File: src/rtl/fsm_01.sv
// Debounced 2:1 mux select controller: a request must be held alone for
// STABLE_CYCLES consecutive edges before select flips. Optional FSM_01_STATE_OUT_EN exposes state_o/arming.
module fsm_01 #(
  parameter int unsigned STABLE_CYCLES = 2,
  parameter int unsigned CNT_W         = 8
) (
  input  logic       clk,
  input  logic       rstN,
  input  logic       a,
  input  logic       b,
`ifdef FSM_01_STATE_OUT_EN
  output logic [1:0] state_o,
  output logic       arming,
`endif
  output logic       select
);

  // Encoding chosen so select is state bit 1 and arming is the XOR of the bits.
  typedef enum logic [1:0] {
    SEL_A = 2'b00,
    ARM_B = 2'b01,
    SEL_B = 2'b11,
    ARM_A = 2'b10
  } state_e;

  localparam logic [CNT_W-1:0] STABLE_LAST = CNT_W'(STABLE_CYCLES);
  localparam bit               SINGLE      = (STABLE_CYCLES == 1);

  state_e           state_q;
  logic [CNT_W-1:0] cnt_q;
  logic [CNT_W-1:0] cnt_inc;
  logic             req_a;
  logic             req_b;

  // A tie (both or neither asserted) is never a request.
  assign req_a   = a & ~b;
  assign req_b   = b & ~a;
  assign cnt_inc = cnt_q + CNT_W'(1);

  always_ff @(posedge clk) begin
    if (rstN) begin
      state_q <= SEL_A;
      cnt_q   <= '0;
    end else begin
      case (state_q)
        SEL_A: begin
          cnt_q <= '0;
          if (req_b) begin
            if (SINGLE) begin
              state_q <= SEL_B;
            end else begin
              state_q <= ARM_B;
              cnt_q   <= CNT_W'(1);
            end
          end
        end
        ARM_B: begin
          if (req_b) begin
            if (cnt_inc == STABLE_LAST) begin
              state_q <= SEL_B;
              cnt_q   <= '0;
            end else begin
              cnt_q <= cnt_inc;
            end
          end else begin
            state_q <= SEL_A;
            cnt_q   <= '0;
          end
        end
        SEL_B: begin
          cnt_q <= '0;
          if (req_a) begin
            if (SINGLE) begin
              state_q <= SEL_A;
            end else begin
              state_q <= ARM_A;
              cnt_q   <= CNT_W'(1);
            end
          end
        end
        ARM_A: begin
          if (req_a) begin
            if (cnt_inc == STABLE_LAST) begin
              state_q <= SEL_A;
              cnt_q   <= '0;
            end else begin
              cnt_q <= cnt_inc;
            end
          end else begin
            state_q <= SEL_B;
            cnt_q   <= '0;
          end
        end
        default: begin
          state_q <= SEL_A;
          cnt_q   <= '0;
        end
      endcase
    end
  end

  assign select = state_q[1];

`ifdef FSM_01_STATE_OUT_EN
  assign state_o = state_q;
  assign arming  = state_q[1] ^ state_q[0];
`endif

endmodule

File: config.mk
export PLATFORM = sky130hd
export DESIGN_NAME = fsm_01
export DESIGN_NICKNAME = d
export VERILOG_FILES = /design/src/rtl/fsm_01.sv
export SDC_FILE = /design/constraint.sdc
export NUM_CORES = 1
export LEC_CHECK = 0
export BUFFER_PORTS_ARGS = -buffer_cell sky130_fd_sc_hd__buf_2
export CORE_AREA = 2 2 39 41
export CTS_CLUSTER_DIAMETER = 100
export DETAILED_ROUTE_END_ITERATION = 16
export DIE_AREA = 0 0 41 43
export PLACE_DENSITY_LB_ADDON = 0.2
export RECOVER_POWER = 25
export SYNTH_ARGS = -nofsm -noshare
export SYNTH_HDL_FRONTEND = slang
export SYNTH_SLANG_ARGS = --single-unit
File: constraint.sdc
create_clock -name clk -period 1.9 [get_ports clk]
set_input_delay 0.38 -clock clk [delete_from_list [all_inputs] [get_ports clk]]
set_output_delay 0.38 -clock clk [all_outputs]
set_load 0.02 [all_outputs]
# Word level (Yosys, flattened, before mapping)
# Index checks and enable logic that the tools add are counted.
# op_classes
addsub,1
muxes,13
n_bitwise,4
eq_ne,8
n_reduce_logical,2
# ops
operator,n
$pmux W8 S4,1
$mux W8,3
$mux W2,6
$add A8 B1 Y8 const B,1
$eq A8 B2 Y1 const B,1
$pmux W2 S4,1
$ne A3 B3 Y1 const B,2
$eq A2 B2 Y1 const B,2
$ne A2 B2 Y1 const B,2
$reduce_and A4 Y1,1
$and A1 B1 Y1,2
$eq A2 B1 Y1 const B,1
$logic_not A2 Y1,1
$mux W1,2
$not A1 Y1,2
# totals
register_bits,10
in_bits,4
out_inout_bits,1

# Logic depth before layout (Yosys ltp)
# Gate-level depths: netlist of the first run.
# depth
ltp_word,5
depth_mapped,6
ltp_nobuf,6

# Least setup slack after synthesis of the first run
# OpenSTA, ideal clock, no wires.
# synth_timing
path_type,reg2reg
start,register cnt_q[0]
end,register state_q[1]
path_buffers,0
t_arrival_ns,1.450
t_required_ns,1.821
setup_ns,0.079
period_less_slack_ns,1.529
slack_ns,0.371
stages_incl_launch_ff,7
cell_sequence,dfxtp_1 -> ha_1 -> nor4_1 -> o21ai_0 -> a221oi_2 -> a31oi_1 -> a211oi_2
# synth_via
elab_chain_len,4
elab_cells_between_ends,5
# synth_rtl
element,line_no,rtl
from (decl),30,logic [CNT_W-1:0] cnt_q;
from (signal assigned),63,cnt_q <= cnt_inc;
from (signal assigned),87,cnt_q <= cnt_inc;
$add A8 B1 Y8 *,38,assign cnt_inc = cnt_q + CNT_W'(1);
$eq A8 B2 Y1 *,"59, 83",
$ne A3 B3 Y1 (no source line),n/a,
$reduce_and A4 Y1 (no source line) *,n/a,
to (signal assigned),42,state_q <= SEL_A;
to (signal assigned),60,state_q <= SEL_B;
to (signal assigned),84,state_q <= SEL_A;
to (decl),29,state_e state_q;
# Every way passes the cells marked *; elsewhere a longest branch is shown, timed or not.
# A chain may end at the register's enable or synchronous reset.

# Final worst setup path of the first run
# Ends and elaborated chain as after synthesis.

==> flow_summary.yaml, run 1 <==
outcome:
  status: "finished, final reports clean"
cts:
  post_cts_buffers: 0
  clkSlewWorstSetupHoldPaths_ns: 0.07
  hold_buffers: 0
  insertion_delay_ns: 0.27
  htreeDepth: 1
  clk_root_buffer_cell: "clkbuf_4"
  cts_tree: "built"
  postCtsResizedCells: 0
  numCtsBuffers: 3
  cts_sinks: 10
  cts_buffer_depth: 2
yosys:
  synth_area_um2: 558
  yosys_register_bits: 10
  synth_cells: 66
  synth_nets: 72
  synth_common_cells: "nor2_1 (12), dfxtp_1 (10), nand2_1 (5)"
  synth_mux_area_share_pct: 1.79
  synthSimpleGateAreaFrac_pct: 27.1
  synth_flop_cell: "dfxtp_1"
  ys_async_sr_fraction_pct: 0
  yosysSeqAreaShare_pct: 35.9
  synth_area_leaders: "dfxtp_1 (36%), nor2_1 (8.1%), xnor2_1 (4.7%), xor2_1 (4.7%), ha_1 (4.5%)"
  synth_adder_area_share_pct: 4.48
  synth_area_per_cell_um2: 8.46
  netlist.area_leader.share_pct: 35.9
  synth_compound_area_share_pct: 16.4
  yosysUniqueCellTypes: 28
  yosysMostFrequentCell: "nor2_1"
  yosysTopAreaCell: "dfxtp_1"
  synth_edf_count: 0
  synth_top_family_by_area: "simple AND/OR/NAND/NOR gates"
  yosys_warnings: 0
  synth_xor_area_share_pct: 9.42
die:
  dieWidth_um: 41
  design.core.area_um2: 1380
  dieArea_um2: 1760
  initial_utilization_pct: 40.3
  rows: 14
  die_y_um: 43
  io_pins: 5
global_route:
  grt_pass1_wl_mm: 1.75
  grt_pass1_vias: 411
  antenna_found_initial: 0
  track_usage_pct: 14.9
  grt_max_degree: 9
  gr-total-overflow: 0
critical_path:
  cp.arrival_ns: 1.90
  r2r_start: "cnt_q[0]$_SDFF_PP0_"
  r2r_cells: 6
  cp-start-kind: "flop"
  crit_end: "state_q[1]$_SDFFE_PP0P_"
  regToRegSetupSlack_ns: 0.21
  crit_fanout: 8
  worst_r2r_endpoint: "state_q[1]$_SDFFE_PP0P_"
  startpoint: "cnt_q[0]$_SDFF_PP0_"
  endpoint_kind: "flop"
  worstSetupPathType: "reg -> reg"
  cp.required_ns: 2.10
detailed_routing:
  first_iter_violations: 1
  post-route-drc-count: 0
  dr_total_vias: 439
  ant_nets: 0
  avgRoutedWirePerCell_um: 11.4
  viasPerCell: 5.05
  drtPass1Iterations: 2
  postRouteWirelength_um: 995
power:
  power_density_nw_per_um2: 697
  p_leak_nw: 0.214
  vdd_drop_max_mv: 0.306
timing:
  min_period_ns: 1.69
  relSlewSlack_pct: 79.3
  finalHoldViolCount: 0
  finalMaxSlewViolations: 0
  rsz0062_at_grt: "no"
  finalSetupViolations: 0
  skew_ns: 0.00419
  worstMarginPinSlew_ns: 0.307
  period_share_pct: 89.1
  tns_ns: 0
  fmax_mhz: 591
finish:
  area_delta_synth_final_pct: 10.1
  final_util_pct: 44.4
  finalNonFillerCells: 87
  nets: 78
  num_antenna_cells: 0
  drive_above_1_share_pct: 18.3
  fillers: 152
placement:
  port_buffers: 4
  routabilityCongestion: 0.831
  placed_cells: 83
  hpwl_um: 747
min_path:
  hold_class: "in -> reg"
run:
  maxCapViolCount: 0
[cell type report]
cell class,instances,area [um^2],area share (%)
multi-input combinational,51,330,53.8
sequential,10,200,32.6
clock buffer,4,36.3,5.91
timing repair buffer,4,20.0,3.26
tap,16,20.0,3.26
inverter,2,7.51,1.22
[where the power goes]
part / switching [mW] / total (mW) / internal [mW]
registers: 0.00242 / 0.214 / 0.211
logic: 0.00895 / 0.0163 / 0.00733
clock network: 0.0816 / 0.198 / 0.117
[per-stage QoR]
stage | cell area (um^2) | hold WS, ns | setup WS, ns | power [mW]
final | 614 | 0.303 | 0.207 | 0.428
after CTS | 614 | 0.303 | 0.198 | 0.435
after global placement | 578 | 0.509 | 0.262 | 0.235
after floorplan | 558 | 0.445 | 0.371 | 0.228
after detailed placement | 578 | 0.520 | 0.220 | 0.235
after global routing | 614 | 0.316 | 0.0356 | 0.443
[layout by cell type (no fill, tap or decap)]
cell type,instances
a211oi_1,1
a211oi_2,1
a21oi_1,4
a221oi_2,1
a31oi_1,1
and2_1,2
and3_1,1
and3_4,2
buf_2,4
clkbuf_4,3
clkbuf_8,1
dfxtp_1,10
ha_1,2
inv_1,2
mux2i_1,1
nand2_1,5
nand2b_1,2
nand3_1,2
nand4_1,1
nor2_1,12
nor3_1,1
nor4_1,1
o211ai_1,1
o211ai_2,1
o21ai_0,2
or2_1,1
xnor2_1,3
xor2_1,3
[sequential cells by signal (all words and copies together), names as in the netlist]
| signal | count |
|---|---|
| cnt_q | 8 |
| state_q | 2 |
[cells by family after synthesis]
| group | after synthesis |
|---|---|
| AO/OA/AOI/OAI | 12 |
| XOR/XNOR | 6 |
| adder cells (fa/ha/maj) | 2 |
| buffers and inverters | 5 |
| flip-flops | 10 |
| multiplexers | 1 |
| AND/OR/NAND/NOR | 30 |
[critical path, stage by stage (launching register included)]
cell,delay [ns]
dfxtp_1,0.45
ha_1,0.30
and3_1,0.20
o211ai_2,0.09
a221oi_2,0.25
a31oi_1,0.14
a211oi_2,0.19
[worst min path at each step]
| stage | start | end | slack [ns] | depth (start not counted) |
|---|---|---|---|---|
| floorplan | rstN | state_q[1]$_SDFFE_PP0P_ | 0.44 | 1 |
| detailed placement | cnt_q[7]$_SDFF_PP0_ | cnt_q[7]$_SDFF_PP0_ | 0.52 | 2 |
| CTS | rstN | state_q[1]$_SDFFE_PP0P_ | 0.30 | 2 |
| global placement | cnt_q[7]$_SDFF_PP0_ | cnt_q[7]$_SDFF_PP0_ | 0.51 | 2 |
| finish | rstN | state_q[1]$_SDFFE_PP0P_ | 0.30 | 2 |
| global route | rstN | state_q[1]$_SDFFE_PP0P_ | 0.32 | 2 |
[routing by layer]
metal  track usage (%)  up-vias  routed length [um]
met4              10.0        0                  21
met2              20.3        5                 440
met3              3.14        2                  29
li1                  -      234                   -
met1              20.3      198                 503
met5                 0        -                   0
Note: power is estimated with default switching activity, not from simulation.
==> inputs of run 2 (changes only) <==
- ABC_AREA: default -> 1
==> flow_summary.yaml, run 2 <==
min_path:
  hold_path_end: "cnt_q[0]$_SDFF_PP0_"
  hold_depth: 2
  hold_class: "in -> reg"
  min_from: "rstN"
timing:
  skew_ns: 0.00807
  worstMarginPinSlew_ns: 0.500
  relSlewSlack_pct: 66.3
  rsz0062_at_grt: "no"
  setup_ws_ns: 0.371
  finalSetupViolations: 0
  period_share_pct: 80.5
  finalHoldViolCount: 0
  fmax_mhz: 654
  min_period_ns: 1.53
  finalMaxSlewViolations: 0
  tns_ns: 0
yosys:
  synth_top_family_by_area: "simple AND/OR/NAND/NOR gates"
  synth_xor_area_share_pct: 0
  synth_adder_area_share_pct: 4.06
  synth_compound_area_share_pct: 11.6
  yosys_register_bits: 10
  synth_nets: 101
  yosysSeqAreaShare_pct: 32.5
  netlist.area_leader.share_pct: 32.5
  synth_flop_cell: "dfxtp_1"
  synth_area_leaders: "dfxtp_1 (32%), nand2_1 (14%), nand3_1 (9.7%), inv_1 (8.5%), nor2_1 (6.7%)"
  yosys_warnings: 0
  synth_area_per_cell_um2: 6.49
  synthSimpleGateAreaFrac_pct: 41.6
  synth_edf_count: 0
  synth_mux_area_share_pct: 0
  yosysUniqueCellTypes: 19
  synth_common_cells: "nand2_1 (23), inv_1 (14), nand3_1 (12)"
  synth_cells: 95
  yosysTopAreaCell: "dfxtp_1"
  synth_area_um2: 617
  yosysMostFrequentCell: "nand2_1"
  ys_async_sr_fraction_pct: 0
critical_path:
  path_buf_inv: 0
  crit_chain: "ha_1 -> nand3_1 -> o21bai_2 -> nand2_1 -> nor2_2 -> nand3_2 -> nand2_2 -> nand2_1 -> nor2_1 -> nor2_1"
  cp.required_ns: 2.06
  cp.arrival_ns: 1.69
  crit_fanout: 4
  cpLargestDelayFamily: "simple AND/OR/NAND/NOR gates"
  cp-start-kind: "flop"
  r2r_start: "cnt_q[0]$_SDFF_PP0_"
  critPathSlowestCell: "dfxtp_1"
  worstSetupPathType: "reg -> reg"
  regToRegSetupSlack_ns: 0.37
  r2r_cells: 10
  cp_slowest_stage_delay_ns: 0.38
  endpoint_kind: "flop"
  worst_r2r_endpoint: "state_q[1]$_SDFFE_PP0P_"
cts:
  htreeDepth: 1
  cts_sinks: 10
  cts_buffer_depth: 2
  clkSlewWorstSetupHoldPaths_ns: 0.07
  hold_buffers: 0
  insertion_delay_ns: 0.27
  numCtsBuffers: 3
  clk_root_buffer_cell: "clkbuf_4"
  postCtsResizedCells: 0
  post_cts_buffers: 0
  cts_tree: "built"
detailed_routing:
  ant_nets: 0
  first_iter_violations: 7
  avgRoutedWirePerCell_um: 9.80
  drtPass1Iterations: 4
  post-route-drc-count: 0
  dr_total_vias: 567
  postRouteWirelength_mm: 1.16
  viasPerCell: 4.81
die:
  io_pins: 5
  rows: 14
  die_y_um: 43
  dieArea_um2: 1760
  dieWidth_um: 41
  design.core.area_um2: 1380
  initial_utilization_pct: 44.6
placement:
  placed_cell_area_um2: 657
  place_ws_ns: 0.390
  hpwl_um: 903
  routabilityCongestion: 0.733
  port_buffers: 4
finish:
  multi_input_area_um2: 349
  largest_reg_flops: 8
  seq_area_um2: 200
  fillers: 147
  largest_register: "cnt_q"
  design_area_um2: 674
  mostFrequentLayoutCell: "nand2_1"
  final_util_pct: 48.7
  area_delta_synth_final_pct: 9.33
  layout_common_cells: "nand2_1 (23), inv_1 (14), nand3_1 (12)"
  num_antenna_cells: 0
  nets: 110
  drive_above_1_share_pct: 16.7
  largestRegisters: "cnt_q: 8 flops, state_q: 2 flops"
global_route:
  antenna_found_initial: 0
  track_usage_pct: 16.1
  gr-total-overflow: 0
  grt_pass1_vias: 504
  grt_max_degree: 8
  grt_pass1_wl_mm: 1.97
run:
  maxCapViolCount: 0
power:
  p_leak_nw: 0.292
  power_density_nw_per_um2: 978
  vdd_drop_max_mv: 0.502
outcome:
  status: "finished, final reports clean"
## run 2: cell types whose count changed after synthesis, moves of 3 or more
| cell | before | now |
|---|---|---|
| xnor2_1 | 3 | 0 |
| nor2_2 | 0 | 3 |
| nand3_1 | 2 | 12 |
| inv_1 | 2 | 14 |
| nand2_1 | 5 | 23 |
| xor2_1 | 3 | 0 |
## run 2: where the power goes
part	leakage, nW	total, mW	internal [mW]	switching, mW
clock	0.0138	0.143	0.0730	0.0702
sequential	0.0812	0.272	0.237	0.0353
combinational	0.197	0.245	0.0897	0.155
## run 2: worst max-delay path by stage
| stage | start | endpoint | slack, ns | cells past startpoint |
|---|---|---|---|---|
| after floorplan | cnt_q[0]$_SDFF_PP0_ | state_q[1]$_SDFFE_PP0P_ | 0.55 | 10 |
| after global placement | cnt_q[0]$_SDFF_PP0_ | state_q[1]$_SDFFE_PP0P_ | 0.43 | 10 |
| after detailed placement | cnt_q[0]$_SDFF_PP0_ | state_q[1]$_SDFFE_PP0P_ | 0.39 | 10 |
| after CTS | cnt_q[0]$_SDFF_PP0_ | state_q[1]$_SDFFE_PP0P_ | 0.36 | 10 |
| after global routing | state_q[0]$_SDFFE_PP0P_ | cnt_q[1]$_SDFF_PP0_ | 0.19 | 6 |
| final | cnt_q[0]$_SDFF_PP0_ | state_q[1]$_SDFFE_PP0P_ | 0.37 | 10 |
## run 2: kinds of logic (layout without fill, tap and decap cells)
group                      count (synthesis)  count (layout)
and+or+nand+nor                           55              55
DFF                                       10              10
AOI/OAI and AO/OA                         11              11
adders and majority gates                  2               2
buffers and inverters                     17              24
## run 2: final cells by class
cell class                      count  area share (%)
Clock buffer                        3            3.34
Timing Repair Buffer                4            2.78
Tap cell                           16            2.97
Multi-Input combinational cell     68            51.8
Sequential cell                    10            29.7
Inverter                           17            9.46
## run 2: metrics by stage
step | cells | hold slack, ns | power [mW]
global placement | 115 | 0.511 | 0.529
finish | 118 | 0.293 | 0.660
floorplan | 95 | 0.459 | 0.477
detailed placement | 115 | 0.519 | 0.531
global route | 118 | 0.296 | 0.715
CTS | 118 | 0.286 | 0.675
## run 2: metal layers
| layer | vias to the layer above | wire (um) | global-route usage, % |
|---|---|---|---|
| met2 | 6 | 554 | 24.1 |
| met5 | - | 0 | 0 |
| met4 | 0 | 0 | 4.00 |
| met3 | 0 | 41 | 6.28 |
| met1 | 249 | 561 | 21.2 |
| li1 | 312 | - | - |
